===== config.mk =====
export PLATFORM = sky130hd
export DESIGN_NAME = healt_bar_damage_controller
export DESIGN_NICKNAME = d
export VERILOG_FILES = /design/src/rtl/healt_bar_damage_controller.sv
export SDC_FILE = /design/constraint.sdc
export NUM_CORES = 1
export LEC_CHECK = 0
export ABC_AREA = 0
export BUFFER_PORTS_ARGS = -buffer_cell sky130_fd_sc_hd__clkbuf_2
export CORE_ASPECT_RATIO = 1.5
export CORE_MARGIN = 2
export CORE_UTILIZATION = 58
export DETAILED_ROUTE_END_ITERATION = 12
export PLACE_DENSITY = 0.84
export SLEW_MARGIN = 20
export SYNTH_ARGS = -nofsm -noshare
export SYNTH_HDL_FRONTEND = slang
export SYNTH_SLANG_ARGS = --single-unit

===== constraint.sdc =====
create_clock -name clk -period 9.1 [get_ports clk]
set_input_delay 1.365 -clock clk [delete_from_list [all_inputs] [get_ports clk]]
set_output_delay 1.365 -clock clk [all_outputs]
set_load 0.02 [all_outputs]

===== src/rtl/healt_bar_damage_controller.sv =====
// Health bar damage controller: load, hit with saturating damage, invulnerability cooldown, death.
// Optional regeneration in ALIVE is enabled by defining HEALT_REGEN_EN.
module healt_bar_damage_controller #(
    parameter int unsigned CENTI_PER_REGEN = 100,
    parameter int unsigned W_BITS          = 10
) (
    input  logic              clk,
    input  logic              clk_reset,
    input  logic              clk_centi_second,
    input  logic              reset_healt_status,
    input  logic [W_BITS-1:0] healt_bar_w,
    input  logic [W_BITS-1:0] healt_bar_w_minus,
    input  logic [6:0]        healt_bar_sensitivity,
    input  logic              is_trigger_player,
    output logic [W_BITS-1:0] healt_bar_cur_w,
    output logic              hit_pulse,
    output logic              invuln,
    output logic              is_dead
);

    localparam int unsigned CD_W = 7;

    typedef enum logic [1:0] {
        S_IDLE,
        S_ALIVE,
        S_COOLDOWN,
        S_DEAD
    } state_t;

    if (CENTI_PER_REGEN == 0) begin : g_bad_cfg
        $error("CENTI_PER_REGEN must be nonzero");
    end

    state_t            state;
    state_t            state_next;
    logic [W_BITS-1:0] cur_w_next;
    logic [CD_W-1:0]   cd_cnt;
    logic [CD_W-1:0]   cd_cnt_next;
    logic              hit_c;
    logic              regen_step_c;

`ifdef HEALT_REGEN_EN
    localparam int unsigned RW = (CENTI_PER_REGEN > 1) ? $clog2(CENTI_PER_REGEN) : 1;

    logic [RW-1:0]     regen_cnt;
    logic [W_BITS-1:0] full_w;
    logic              regen_wrap_c;

    // Regen counter runs only on non-hit ticks in ALIVE; full width is latched at load.
    always_ff @(posedge clk) begin
        if (!clk_reset) begin
            regen_cnt <= '0;
            full_w    <= '0;
        end else if (reset_healt_status) begin
            regen_cnt <= '0;
            full_w    <= healt_bar_w;
        end else if (state == S_ALIVE) begin
            if (is_trigger_player) begin
                regen_cnt <= '0;
            end else if (clk_centi_second) begin
                regen_cnt <= regen_wrap_c ? '0 : regen_cnt + RW'(1);
            end
        end
    end

    always_comb begin
        regen_wrap_c = clk_centi_second && (regen_cnt == RW'(CENTI_PER_REGEN - 1));
        regen_step_c = (state == S_ALIVE) && !is_trigger_player && regen_wrap_c
                       && (healt_bar_cur_w < full_w);
    end
`else
    assign regen_step_c = 1'b0;
`endif

    always_ff @(posedge clk) begin
        if (!clk_reset) begin
            state           <= S_IDLE;
            healt_bar_cur_w <= '0;
            cd_cnt          <= '0;
            hit_pulse       <= 1'b0;
            invuln          <= 1'b0;
            is_dead         <= 1'b0;
        end else begin
            state           <= state_next;
            healt_bar_cur_w <= cur_w_next;
            cd_cnt          <= cd_cnt_next;
            hit_pulse       <= hit_c;
            invuln          <= (state_next == S_COOLDOWN);
            is_dead         <= (state_next == S_DEAD);
        end
    end

    // Load beats everything; otherwise hits in ALIVE, tick countdown in COOLDOWN.
    always_comb begin
        state_next  = state;
        cur_w_next  = healt_bar_cur_w;
        cd_cnt_next = cd_cnt;
        hit_c       = 1'b0;
        if (reset_healt_status) begin
            cur_w_next  = healt_bar_w;
            cd_cnt_next = '0;
            state_next  = (healt_bar_w != '0) ? S_ALIVE : S_DEAD;
        end else begin
            case (state)
                S_ALIVE: begin
                    if (is_trigger_player) begin
                        hit_c      = 1'b1;
                        cur_w_next = (healt_bar_cur_w > healt_bar_w_minus)
                                     ? healt_bar_cur_w - healt_bar_w_minus : '0;
                        if (cur_w_next == '0) begin
                            state_next = S_DEAD;
                        end else if (healt_bar_sensitivity == '0) begin
                            state_next = S_ALIVE;
                        end else begin
                            state_next  = S_COOLDOWN;
                            cd_cnt_next = healt_bar_sensitivity;
                        end
                    end else if (regen_step_c) begin
                        cur_w_next = healt_bar_cur_w + W_BITS'(1);
                    end
                end
                S_COOLDOWN: begin
                    if (clk_centi_second) begin
                        cd_cnt_next = cd_cnt - CD_W'(1);
                        if (cd_cnt == CD_W'(1)) begin
                            state_next = S_ALIVE;
                        end
                    end
                end
                default: begin
                end
            endcase
        end
    end

endmodule

==> results by stage <==
Detailed routing:
- For this run, design rule violations remaining after detail routing come to 0.
- The detailed router placed 2080 vias in this run.
- In the final routed layout, each cell accounts on average for between 15 and 20 µm.
- Once detail routing completed, the nets flagged for antenna violations numbered 0.
- The iteration count of the initial detailed-routing pass is 4.
- In the routed layout, each cell is associated on average with a via count of ~6.3.
- The number of violations reported at the end of detailed-routing iteration 0 is between 60 and 70.
- After detailed routing, the total wire length is 5190 µm.

Floorplanning:
- The area enclosed by the die boundary is roughly 0.0038 mm².
- The height of the chip is 74.8 µm.
- The total I/O pin count is 45.
- The starting utilization of the core area is 0.613.
- The area inside the core boundary is 0.00316 mm².
- Measured along the x axis, the die boundary spans slightly above 50 µm.
- The floorplan has 25 rows.

Job:
- The count of max-cap constraint violations is 0.

Timing:
- The upper clock frequency limit is about 270 MHz.
- Summed over all failing endpoints, the final setup total negative slack is 0 ns.
- The final hold slack is 0.472 ns.
- The number of slew-limit violations in the final report is 0.
- For the pin with the worst max-slew slack, the measured transition is 0.468 ns.
- Setup repair after global routing left no endpoint under its margin.
- Subtracting the final worst setup slack from the clock period gives 3.74 ns.
- Headroom to the max-slew limit came out at 0.685.
- The final cycle utilization of the critical path is 0.411.
- The number of endpoints with negative hold slack in the final report is 0.
- Setup violations remaining at the end of the flow were counted as 0.
- The clock arrives with 0.00238 ns of skew.

Setup path:
- In this run the critical register-to-register path is launched from healt_bar_cur_w[0].
- The capturing element type of the critical path is a flip-flop.
- Counting both buffers and inverters, the worst setup path holds a total of 2.
- The category of the worst setup path launch point is a primary input.
- The kind of cell adding the most delay to the critical path is simple AND/OR/NAND/NOR gates.
- Along the worst path, the maximum fanout reaches 8.
- The delay contributed by the slowest stage of the critical path is between 0.4 and 0.5 ns.
- The standard cell with the maximum stage delay on the critical path is sky130_fd_sc_hd__or3_4.
- The launch point of the critical path is healt_bar_w_minus[0].
- Traced cell by cell, the critical path runs through clkbuf_2 -> ha_1 -> inv_1 -> fa_1 -> a211oi_2 -> nor2_1 -> xnor2_1 -> and4b_1 -> and4_4 -> or3_4 -> a2111oi_4.
- STA puts the critical path data arrival time at between 3 and 4 ns.
- The critical path is of the in -> reg type.
- For the worst setup path, the data required time is 9.27 ns.

Synth:
- Counting every instance in the synthesized netlist gives 252.
- The count of unique library cells instantiated by Yosys is 62.
- For this run, the number of Yosys warnings is 0.
- In this run the cell area of the synthesized design comes to 0.00194 mm².
- In this run the mean area of a mapped cell was 7.69 µm².
- For this run, asynchronously set or reset flops after synthesis account for 0.
- The synthesized netlist net count is 299.
- Of the synthesized area, sequential elements account for 0.227.
- The predominant post-synthesis flop cell is sky130_fd_sc_hd__dfxtp_1.
- The flip-flop and latch count after synthesis is 22.
- The count of flip-flops with a built-in enable after synthesis is 0.

Final layout:
- The area of all sequential standard cells is about 440 µm².
- Once layout is complete, the utilization of the core stands at 0.703.
- The share of post-route cells with drive strength above 1 is 0.219.
- The commonest non-fill, non-tap cell in the layout is sky130_fd_sc_hd__clkbuf_2.
- The net count reported at finish is 340.
- Counting the fill cells in the layout gives 301.
- The area growth from synthesis to layout is 14.6%.
- The library cells used most frequently in the layout, excluding fill and tap cells, are sky130_fd_sc_hd__clkbuf_2, sky130_fd_sc_hd__nand2_1, sky130_fd_sc_hd__inv_1, sky130_fd_sc_hd__dfxtp_1.
- The multi-input logic area is about 0.0014 mm².
- The number of antenna diodes in the final layout is 0.

GRT:
- The number of global-route vias before repair is around 2000.
- Entering global routing, the biggest net connects 18 pins.
- The initial antenna violation count was 0.
- The first global-routing pass estimated 8370 µm of wire.
- For this run, the total global-route usage over all layers was measured as 0.294.
- For this run the aggregate overflow at the end of global routing stands at 0.

Clocking:
- At the later pin of the worst-skew pair, clock insertion delay measures about 0.27 ns.
- The number of hold-repair buffers added at the cts stage is 0.
- The total of cells resized after clock tree synthesis is 0.
- The clock sink count is 22.
- Counting along the longest clock path gives a buffer depth of 2.
- The TritonCTS clock tree is built.
- The CTS root buffer is sky130_fd_sc_hd__clkbuf_8.
- The clock-pin slew of the registers on the worst-case setup and hold paths is 0.08 ns.
- In this run the number of H-tree levels came out at 1.
- The number of buffers inserted by post-CTS setup repair is 0.
- The number of CTS-inserted buffers is 3.

Place:
- The HPWL after detailed placement is 4270 µm.
- The routability congestion estimate from global placement is 0.881.
- Port buffering added 44 buffers.

Worst hold path:
- The worst min-delay path startpoint is cd_cnt[5].
- The tightest min-delay check is of the reg -> reg type.

Pwr:
- Dividing total power by cell area gives a power density of 126 mW/mm².
- Power comes to around 0.28 mW.
- The cell leakage power is 1.01 nW.
- Across the VDD grid, the largest voltage drop is around 0.069 mV.

Run status:
- The flow ran to the end, and the final reports show no timing, DRC or antenna violations.
[tightest hold or removal path, stage by stage, from the launching register on]
cell	delay (ns)
sky130_fd_sc_hd__dfxtp_1	0.31
sky130_fd_sc_hd__nand2_1	0.05
sky130_fd_sc_hd__o32ai_1	0.06
[area by class of cell]
class | count | area share
inverters | 23 | 0.0389
multi-input cells | 199 | 0.616
repair buffers | 44 | 0.0992
flip-flops and latches | 22 | 0.198
clock buffers | 4 | 0.0248
well taps | 40 | 0.0225
[kinds of logic after synthesis]
group	Yosys count	synth area share
flip-flops	22	0.227
XOR/XNOR	6	0.0271
AO/OA/AOI/OAI	81	0.322
AND/OR/NAND/NOR	96	0.250
buffers and inverters	31	0.0665
adder cells (fa/ha/maj)	15	0.101
multiplexers	1	0.00581
[cells in the mapped netlist, types with 5 or more instances]
cell type / instances / area, µm²
sky130_fd_sc_hd__a211oi_1: 5 / 37.5
sky130_fd_sc_hd__a21oi_1: 11 / 55.1
sky130_fd_sc_hd__clkbuf_1: 5 / 18.8
sky130_fd_sc_hd__dfxtp_1: 22 / 440
sky130_fd_sc_hd__ha_1: 14 / 175
sky130_fd_sc_hd__inv_1: 22 / 82.6
sky130_fd_sc_hd__nand2_1: 31 / 116
sky130_fd_sc_hd__nand2b_1: 5 / 31.3
sky130_fd_sc_hd__nor2_1: 19 / 71.3
sky130_fd_sc_hd__nor3_1: 9 / 45.0
sky130_fd_sc_hd__nor4_1: 7 / 43.8
sky130_fd_sc_hd__o21ai_0: 19 / 95.1
[final timing paths]
kind                    end  slack [ns]  cells after the start
setup reg to reg  cd_cnt[0]        6.14                     11
hold / removal    cd_cnt[5]        0.47                      2
hold reg to reg   cd_cnt[5]        0.47                      2
setup / recovery  cd_cnt[0]        5.36                     11
[through the flow]
step | cell area, µm² | worst slack, ns | cells
floorplan | 1940 | 5.30 | 252
global placement | 2170 | 5.19 | 328
detailed placement | 2170 | 5.10 | 328
CTS | 2220 | 5.38 | 332
global route | 2220 | 5.24 | 332
finish | 2220 | 5.36 | 332
[state kept, by name, summed over array words and instances, names as in the netlist, named ones only]
| name | count |
|---|---|
| is_dead | 1 |
| invuln | 1 |
| healt_bar_cur_w | 10 |
| state | 1 |
| hit_pulse | 1 |
| cd_cnt | 7 |
[per-layer routing]
layer / track usage / share of wire
met3: 0.0298 / 0.043
met1: 0.290 / 0.36
met4: 0.198 / 0.047
met2: 0.566 / 0.55
met5: 0 / 0
[report_power, final]
part	switching (mW)	internal, mW	total (mW)
Sequential	0.00516	0.101	0.107
Clock	0.0325	0.0387	0.0712
Combinational	0.0611	0.0405	0.102
Total	0.0988	0.181	0.279
(Power assumes the default switching activity.)
